$ cat src/rtl/mem_rr_arb_if.sv
// Signal bundle between the bus masters, the round-robin arbiter and the shared memory bus.
interface mem_rr_arb_if #(
    parameter int unsigned N = 4
);
    logic [N-1:0]    m_valid;
    logic [N-1:0]    m_ready;
    logic [32*N-1:0] m_addr;
    logic [32*N-1:0] m_wdata;
    logic [4*N-1:0]  m_wstrb;
    logic [31:0]     m_rdata;
    logic            mem_valid;
    logic            mem_ready;
    logic [31:0]     mem_addr;
    logic [31:0]     mem_wdata;
    logic [3:0]      mem_wstrb;
    logic [31:0]     mem_rdata;
    logic            bus_err;
    logic [2:0]      err_port;
    logic [7:0]      err_count;

    // Arbiter view
    modport slave (
        input  m_valid, m_addr, m_wdata, m_wstrb, mem_ready, mem_rdata,
        output m_ready, m_rdata, mem_valid, mem_addr, mem_wdata, mem_wstrb,
        output bus_err, err_port, err_count
    );

    // Environment view: masters plus the memory slave
    modport master (
        output m_valid, m_addr, m_wdata, m_wstrb, mem_ready, mem_rdata,
        input  m_ready, m_rdata, mem_valid, mem_addr, mem_wdata, mem_wstrb,
        input  bus_err, err_port, err_count
    );
endinterface

$ cat src/rtl/mem_rr_arb.sv
// N-port round-robin arbiter for the native memory bus, with back-to-back grant
// chaining and a watchdog that aborts transactions the slave never acknowledges.
module mem_rr_arb #(
    parameter int unsigned N        = 4,
    parameter int unsigned TIMEOUT  = 255,
    parameter logic [31:0] ERR_DATA = 32'hDEADBEEF
) (
    input  logic        clk,
    input  logic        rst,
    mem_rr_arb_if.slave bus
);
    localparam int unsigned IW = $clog2(N);
    localparam int unsigned CW = (TIMEOUT > 1) ? $clog2(TIMEOUT) : 1;

    typedef enum logic {IDLE, BUSY} state_t;

    state_t         state_q, state_d;
    logic [IW-1:0]  gnt_q, gnt_d;
    logic [IW-1:0]  ptr_q, ptr_d;
    logic [CW-1:0]  cnt_q, cnt_d;
    logic [2:0]     err_port_q, err_port_d;
    logic [7:0]     err_count_q, err_count_d;

    logic [IW-1:0]  gnt_inc;
    logic [N-1:0]   chain_req;
    logic           timeout_hit;
    logic [3:0]     sel_wstrb;

    // First requester at or after start, wrapping modulo N
    function automatic logic [IW-1:0] rr_pick(input logic [N-1:0] req, input logic [IW-1:0] start);
        logic [IW-1:0] idx;
        rr_pick = start;
        for (int k = int'(N) - 1; k >= 0; k--) begin
            idx = IW'((32'(start) + 32'(k)) % N);
            if (req[idx]) rr_pick = idx;
        end
    endfunction

    always_ff @(posedge clk) begin
        if (rst) begin
            state_q     <= IDLE;
            gnt_q       <= '0;
            ptr_q       <= '0;
            cnt_q       <= '0;
            err_port_q  <= '0;
            err_count_q <= '0;
        end else begin
            state_q     <= state_d;
            gnt_q       <= gnt_d;
            ptr_q       <= ptr_d;
            cnt_q       <= cnt_d;
            err_port_q  <= err_port_d;
            err_count_q <= err_count_d;
        end
    end

    always_comb begin
        state_d     = state_q;
        gnt_d       = gnt_q;
        ptr_d       = ptr_q;
        cnt_d       = cnt_q;
        err_port_d  = err_port_q;
        err_count_d = err_count_q;
        bus.m_ready = '0;
        bus.m_rdata = bus.mem_rdata;
        bus.bus_err = 1'b0;
        bus.mem_valid = 1'b0;

        gnt_inc     = IW'((32'(gnt_q) + 32'd1) % N);
        // The finishing master is masked so an immediate re-request cannot starve the others
        chain_req   = bus.m_valid;
        chain_req[gnt_q] = 1'b0;
        timeout_hit = (TIMEOUT != 0) && (cnt_q == CW'(TIMEOUT - 1));

        case (state_q)
            IDLE: begin
                if (|bus.m_valid) begin
                    gnt_d   = rr_pick(bus.m_valid, ptr_q);
                    state_d = BUSY;
                    cnt_d   = '0;
                end
            end
            BUSY: begin
                bus.mem_valid = 1'b1;
                if (bus.mem_ready) begin
                    bus.m_ready[gnt_q] = 1'b1;
                    ptr_d = gnt_inc;
                    if (|chain_req) begin
                        gnt_d = rr_pick(chain_req, gnt_inc);
                        cnt_d = '0;
                    end else begin
                        state_d = IDLE;
                    end
                end else if (timeout_hit) begin
                    bus.m_ready[gnt_q] = 1'b1;
                    bus.m_rdata = ERR_DATA;
                    bus.bus_err = 1'b1;
                    err_port_d  = 3'(gnt_q);
                    if (err_count_q != 8'hFF) err_count_d = err_count_q + 8'd1;
                    ptr_d   = gnt_inc;
                    state_d = IDLE;
                end else begin
                    cnt_d = cnt_q + CW'(1);
                end
            end
            default: state_d = IDLE;
        endcase
    end

    // Request payload mux from the granted port; strobes only qualified while a grant is live
    always_comb begin
        bus.mem_addr  = bus.m_addr[31:0];
        bus.mem_wdata = bus.m_wdata[31:0];
        sel_wstrb     = bus.m_wstrb[3:0];
        for (int i = 0; i < int'(N); i++) begin
            if (gnt_q == IW'(i)) begin
                bus.mem_addr  = bus.m_addr[32*i +: 32];
                bus.mem_wdata = bus.m_wdata[32*i +: 32];
                sel_wstrb     = bus.m_wstrb[4*i +: 4];
            end
        end
        bus.mem_wstrb = (state_q == BUSY) ? sel_wstrb : 4'h0;
    end

    assign bus.err_port  = err_port_q;
    assign bus.err_count = err_count_q;

endmodule

$ cat src/flat_wrapper.sv
// flat-port wrapper written by rule: the top's interface ports become plain ports
module mem_rr_arb_flat 
#(
    parameter int unsigned N        = 4,
    parameter int unsigned TIMEOUT  = 255,
    parameter logic [31:0] ERR_DATA = 32'hDEADBEEF
)
  (clk, rst, bus_m_valid, bus_m_addr, bus_m_wdata, bus_m_wstrb, bus_mem_ready, bus_mem_rdata, bus_m_ready, bus_m_rdata, bus_mem_valid, bus_mem_addr, bus_mem_wdata, bus_mem_wstrb, bus_bus_err, bus_err_port, bus_err_count);
  mem_rr_arb_if #(.N(N)) bus_i ();
  input  logic clk;
  input  logic rst;
  input wire logic [$bits(bus_i.m_valid)-1:0] bus_m_valid;
  input wire logic [$bits(bus_i.m_addr)-1:0] bus_m_addr;
  input wire logic [$bits(bus_i.m_wdata)-1:0] bus_m_wdata;
  input wire logic [$bits(bus_i.m_wstrb)-1:0] bus_m_wstrb;
  input wire logic [$bits(bus_i.mem_ready)-1:0] bus_mem_ready;
  input wire logic [$bits(bus_i.mem_rdata)-1:0] bus_mem_rdata;
  output wire logic [$bits(bus_i.m_ready)-1:0] bus_m_ready;
  output wire logic [$bits(bus_i.m_rdata)-1:0] bus_m_rdata;
  output wire logic [$bits(bus_i.mem_valid)-1:0] bus_mem_valid;
  output wire logic [$bits(bus_i.mem_addr)-1:0] bus_mem_addr;
  output wire logic [$bits(bus_i.mem_wdata)-1:0] bus_mem_wdata;
  output wire logic [$bits(bus_i.mem_wstrb)-1:0] bus_mem_wstrb;
  output wire logic [$bits(bus_i.bus_err)-1:0] bus_bus_err;
  output wire logic [$bits(bus_i.err_port)-1:0] bus_err_port;
  output wire logic [$bits(bus_i.err_count)-1:0] bus_err_count;
  assign bus_i.m_valid = bus_m_valid;
  assign bus_i.m_addr = bus_m_addr;
  assign bus_i.m_wdata = bus_m_wdata;
  assign bus_i.m_wstrb = bus_m_wstrb;
  assign bus_i.mem_ready = bus_mem_ready;
  assign bus_i.mem_rdata = bus_mem_rdata;
  assign bus_m_ready = bus_i.m_ready;
  assign bus_m_rdata = bus_i.m_rdata;
  assign bus_mem_valid = bus_i.mem_valid;
  assign bus_mem_addr = bus_i.mem_addr;
  assign bus_mem_wdata = bus_i.mem_wdata;
  assign bus_mem_wstrb = bus_i.mem_wstrb;
  assign bus_bus_err = bus_i.bus_err;
  assign bus_err_port = bus_i.err_port;
  assign bus_err_count = bus_i.err_count;
  mem_rr_arb #(.N(N), .TIMEOUT(TIMEOUT), .ERR_DATA(ERR_DATA)) u_core (.clk(clk), .rst(rst), .bus(bus_i));
endmodule
$ cat config.mk
export PLATFORM = sky130hd
export DESIGN_NAME = mem_rr_arb_flat
export DESIGN_NICKNAME = d
export VERILOG_FILES = /design/src/rtl/mem_rr_arb_if.sv /design/src/rtl/mem_rr_arb.sv /design/src/flat_wrapper.sv
export SDC_FILE = /design/constraint.sdc
export NUM_CORES = 1
export LEC_CHECK = 0
export ABC_AREA = 1
export CAP_MARGIN = 30
export CORE_AREA = 2 2 167 169
export CTS_CLUSTER_DIAMETER = 120
export DETAILED_ROUTE_END_ITERATION = 8
export DIE_AREA = 0 0 169 171
export GPL_TIMING_DRIVEN = 0
export HOLD_SLACK_MARGIN = 0.15
export MAX_ROUTING_LAYER = met4
export PLACE_DENSITY_LB_ADDON = 0.08
export SYNTH_ARGS = -nofsm -noshare
export SYNTH_HDL_FRONTEND = slang
export SYNTH_SLANG_ARGS = --single-unit
$ cat constraint.sdc
create_clock -name clk -period 2 [get_ports clk]
set_input_delay 0.2 -clock clk [delete_from_list [all_inputs] [get_ports clk]]
set_output_delay 0.2 -clock clk [all_outputs]
set_load 0.005 [all_outputs]
==> results of run 1 <==
[repair_timing]
action | CTS | global route
cloned | 13 | 3
buffers inserted | 45 | 18
resized for setup | 786 | 208
setup endpoints to repair | 114 | 107
endpoints found under the hold margin | 0 | 0
pin swaps | 54 | 82
[cell families after synthesis]
| kind of cell | share of synthesized area |
|---|---|
| and+or+nand+nor | 0.5038 |
| buffers and inverters | 0.1132 |
| other | 0.0009533 |
| DFF | 0.1170 |
| adders and majority gates | 0.02226 |
| xor gates and xnor gates | 0.01559 |
| AOI/OAI and AO/OA | 0.2271 |
[routing by layer]
metal,GRT usage
met2,0.3689
met5,-
met3,0.04765
met4,0.03567
met1,0.2288
[metrics by stage]
step / hold WS, ns / std cells / cell area (µm²) / setup TNS [ns] / setup WS, ns
2_1_floorplan: 0.3802 / 772 / 3934 / 0 / 0.1381
3_3_place_gp: 0.4829 / 1543 / 8621 / -70.57 / -1.165
3_5_place_dp: 0.4853 / 1543 / 8621 / -69.88 / -1.148
4_1_cts: 0.3834 / 1605 / 9958 / -6.030 / -0.1820
5_1_grt: 0.4125 / 1629 / 10760 / -8.981 / -0.2091
==> flow_metrics.tcl, run 1 <==
set metrics [dict create \
    rows 61 \
    error "[ERROR DRT-0255] Maze Route cannot find path of net bus_m_addr[6] in worker of routeBox ( 144900 48300 ) ( 169000 96600 )." \
    die_height_um 171 \
    grt_max_degree 14 \
    ys_ff_latch 23 \
    yosysSeqAreaShare 0.1170 \
    dp_hpwl_um 24090 \
    io_buffer_count 425 \
    netlist_area_um2 3934 \
    ys_dominant_reg_cell "dfxtp_1" \
    synth.largest_area_cell "nand2_1" \
    synthCells 772 \
    grt_pass1_vias 6585 \
    yosysMostFrequentCell "nand2_1" \
    clk_path_buf_depth 2 \
    outcome "did not finish" \
    yosys_warnings 0 \
    synth_top_area_frac 0.2719 \
    cts.sinks 23 \
    ys_types 38 \
    synth_area_leaders "nand2_1, o21ai_0, nand3_1" \
    gp_congestion 0.8879 \
    die_x_um 169 \
    grt-ovfl-total 0 \
    io_pins 428 \
    grt_pass1_wl_um 42790 \
    worst_endpoint "bus_mem_wdata[11]" \
    synthArstFlopShare 0 \
    start_util 0.1440 \
    antenna_found_initial 13 \
    worst-endpoint-pin-kind "top-level output" \
    synth-edff-count 0 \
    root_buffer "clkbuf_16" \
    grtUsageTotal 0.2027 \
    htree_num_levels 1 \
    synth_area_per_cell_um2 5.096 \
    ys_top_cells_by_count "nand2_1, o21ai_0, nand3_1" \
    hold_buffers 0 \
    syn_nets 1090 \
    haltStage "detailed routing (5_2_route)" \
    cts_made_buffers 3 \
]
==> run 2, diff against run 1 <==
--- a/config.mk
+++ b/config.mk
@@ -7,14 +7,11 @@
 export LEC_CHECK = 0
 export ABC_AREA = 1
 export CAP_MARGIN = 30
-export CORE_AREA = 2 2 167 169
-export CTS_CLUSTER_DIAMETER = 120
+export CORE_AREA = 2 2 166 168
 export DETAILED_ROUTE_END_ITERATION = 8
-export DIE_AREA = 0 0 169 171
+export DIE_AREA = 0 0 168 170
 export GPL_TIMING_DRIVEN = 0
-export HOLD_SLACK_MARGIN = 0.15
-export MAX_ROUTING_LAYER = met4
-export PLACE_DENSITY_LB_ADDON = 0.08
+export PLACE_DENSITY_LB_ADDON = 0.15
 export SYNTH_ARGS = -nofsm -noshare
 export SYNTH_HDL_FRONTEND = slang
 export SYNTH_SLANG_ARGS = --single-unit
==> constraint.sdc (replaced) <==
create_clock -name clk -period 2.6 [get_ports clk]
set_input_delay 0.26 -clock clk [delete_from_list [all_inputs] [get_ports clk]]
set_output_delay 0.26 -clock clk [all_outputs]
set_load 0.005 [all_outputs]
==> run 2 against run 1 <==
Against the previous run:
- the flow now finishes without violations
- synthesized area did not move
- synthesized cell count did not move
- global-route usage fell by 1.2 points
==> flow_metrics.tcl, run 2 <==
set metrics [dict create \
    ys_types 38 \
    rows 60 \
    ys_ff_latch 23 \
    yosys_warnings 0 \
    dr.pass1.iters 5 \
    ctsResizeCount 115 \
    mostFrequentLayoutCells "clkdlybuf4s50_1, nand2_1, o21ai_0, nand3_1, dlygate4sd2_1" \
    clkSlewWorstSetupHoldPaths_ns 0.06 \
    synth_area_leaders "nand2_1, o21ai_0, nand3_1" \
    yosysMostFrequentCell "nand2_1" \
    drc_errors 0 \
    required_ns 2.34 \
    htree_num_levels 1 \
    cts.sinks 23 \
    final_common_cell "clkdlybuf4s50_1" \
    grtUsageTotal 0.1904 \
    via_per_inst 4.311 \
    hold_slack_ns 0.3936 \
    muxShareOfSynthArea 0 \
    synthCells 772 \
    tritoncts "done" \
    arrival_ns 2.25 \
    fin_cells 1549 \
    dieArea_um2 28560 \
    start_util 0.1476 \
    synth_area_per_cell_um2 5.096 \
    drive_above_1_share 0.08909 \
    cap_violations 0 \
    grt_max_degree 13 \
    fmax_mhz 398.0 \
    final_core_util 0.3350 \
    io_buffer_count 425 \
    clk_path_buf_depth 2 \
    p_leak_uw 0.003938 \
    synth_top_family_by_area "simple AND/OR/NAND/NOR gates" \
    finalHoldViolations 0 \
    syn_nets 1090 \
    die_height_um 170 \
    root_buffer "clkbuf_16" \
    ir_drop_mv 0.2279 \
    synth_top_area_frac 0.2719 \
    synth-xor-area-share 0.01559 \
    ys_dominant_reg_cell "dfxtp_1" \
    final_antenna_net_count 0 \
    crit_path_start_kind "flip-flop" \
    seqCellArea_um2 464.2 \
    tightest_slew_ns 0.5837 \
    grt_pass1_wl_um 41170 \
    n_fill_cell 2987 \
    die_x_um 168 \
    core_area_um2 26650 \
    grt_pass1_vias 6398 \
    worstSetupPathType "reg2out" \
    drt-total-wl_um 29160 \
    clkLatencyLatePin_ns 0.26 \
    final_area_um2 8929 \
    post_cts_buffers 0 \
    vias 6678 \
    timing.final.crit_share 0.9664 \
    synthToLayoutAreaGrowth_pct 127.0 \
    final-setup-viol-count 0 \
    relSlewSlack 0.6109 \
    synth-simple-area-share 0.5038 \
    synth.largest_area_cell "nand2_1" \
    skew_ns 0.003841 \
    grt-ovfl-total 0 \
    p_per_area_nw_per_um2 546.2 \
    fin_crit_ns 2.513 \
    routedWlPerCell_um 18.83 \
    synthArstFlopShare 0 \
    dp_hpwl_um 24280 \
    nets 1520 \
    synth_fa_ha_area_frac 0.02226 \
    fin_setup_tns_ns 0 \
    numPlacedInstances 1538 \
    antenna_found_initial 12 \
    ys_top_cells_by_count "nand2_1, o21ai_0, nand3_1" \
    netlist_area_um2 3934 \
    drv_slew 0 \
    yosysSeqAreaShare 0.1170 \
    cts_made_buffers 3 \
    multiInputGateArea_um2 3037 \
    crit_path_end_kind "output pin" \
    synth-edff-count 0 \
    gp_congestion 0.9039 \
    hold_path_class "in2reg" \
    path_max_fanout 10 \
    drt_iter0_drc 305 \
    hold_buffers 0 \
    outcome "finished, final reports clean" \
    io_pins 428 \
    place_area_um2 8615 \
    synth_compound_area_frac 0.2271 \
]
run 2: cell counts after synthesis:
Identical to the previous run, type by type.
run 2: critical path, stage by stage, from the launching register on:
cell	delay [ns]
dfxtp_2	0.34
buf_6	0.14
inv_6	0.09
ha_2	0.19
inv_2	0.05
buf_6	0.15
buf_4	0.18
nand3_1	0.09
o21ai_0	0.08
o21ai_1	0.13
clkdlybuf4s50_1	0.55
run 2: final cells by class:
type,count,area share
plain buffers,56,0.04975
flip-flops and latches,23,0.05199
diodes,7,0.001962
inverters,50,0.02298
multi-input cells,643,0.3401
well taps,341,0.04779
repair buffers,425,0.4766
clock buffers,4,0.008828
run 2: cell families after synthesis:
kind of cell             Yosys count
other                              1
AND/OR/NAND/NOR                  452
AO/OA/AOI/OAI                    176
adder cells (fa/ha/maj)            7
flip-flops                        23
XOR/XNOR                           7
buffers and inverters            106
run 2: worst paths after layout:
kind / startpoint / endpoint / slack (ns) / depth (start not counted)
min: rst / u_core.state_q$_SDFF_PP0_ / 0.39 / 2
max reg2reg: u_core.gnt_q[0]$_SDFFE_PP0P_ / u_core.cnt_q[0]$_SDFFE_PP0P_ / 0.63 / 11
max: u_core.gnt_q[0]$_SDFFE_PP0P_ / bus_mem_addr[28] / 0.09 / 10
min reg2reg: u_core.cnt_q[6]$_SDFFE_PP0P_ / u_core.cnt_q[6]$_SDFFE_PP0P_ / 0.49 / 2
run 2: stage by stage:
| step | power (µW) | setup WS, ns |
|---|---|---|
| finish | 4877 | 0.08736 |
| global route | 5339 | -0.001246 |
| global placement | 4653 | -0.5947 |
| floorplan | 2198 | 0.6907 |
| detailed placement | 4657 | -0.5483 |
| CTS | 4982 | 0.004136 |
run 2: per-layer routing:
layer | up-vias | GRT usage | part of all wire
met5 | - | 0 | 0.0020
met4 | 10 | 0.06616 | 0.033
met3 | 50 | 0.05209 | 0.077
met2 | 245 | 0.3381 | 0.49
met1 | 2989 | 0.2200 | 0.39
li1 | 3384 | - | -
run 2: report_power, final:
part	switching [µW]	internal, µW	total [µW]
Combinational	2100	2050	4150
Sequential	19.1	374	393
Clock	129	209	338
No activity file was read; power rests on OpenSTA's default activity.
==> run 3, diff against run 2 <==
--- a/config.mk
+++ b/config.mk
@@ -6,7 +6,7 @@
 export NUM_CORES = 1
 export LEC_CHECK = 0
 export ABC_AREA = 1
-export CAP_MARGIN = 30
+export ABC_CLOCK_PERIOD_IN_PS = 2600
 export CORE_AREA = 2 2 166 168
 export DETAILED_ROUTE_END_ITERATION = 8
 export DIE_AREA = 0 0 168 170
==> results of run 3 <==
Same layout as run 2: the final DEF is identical, and so are final timing and power.
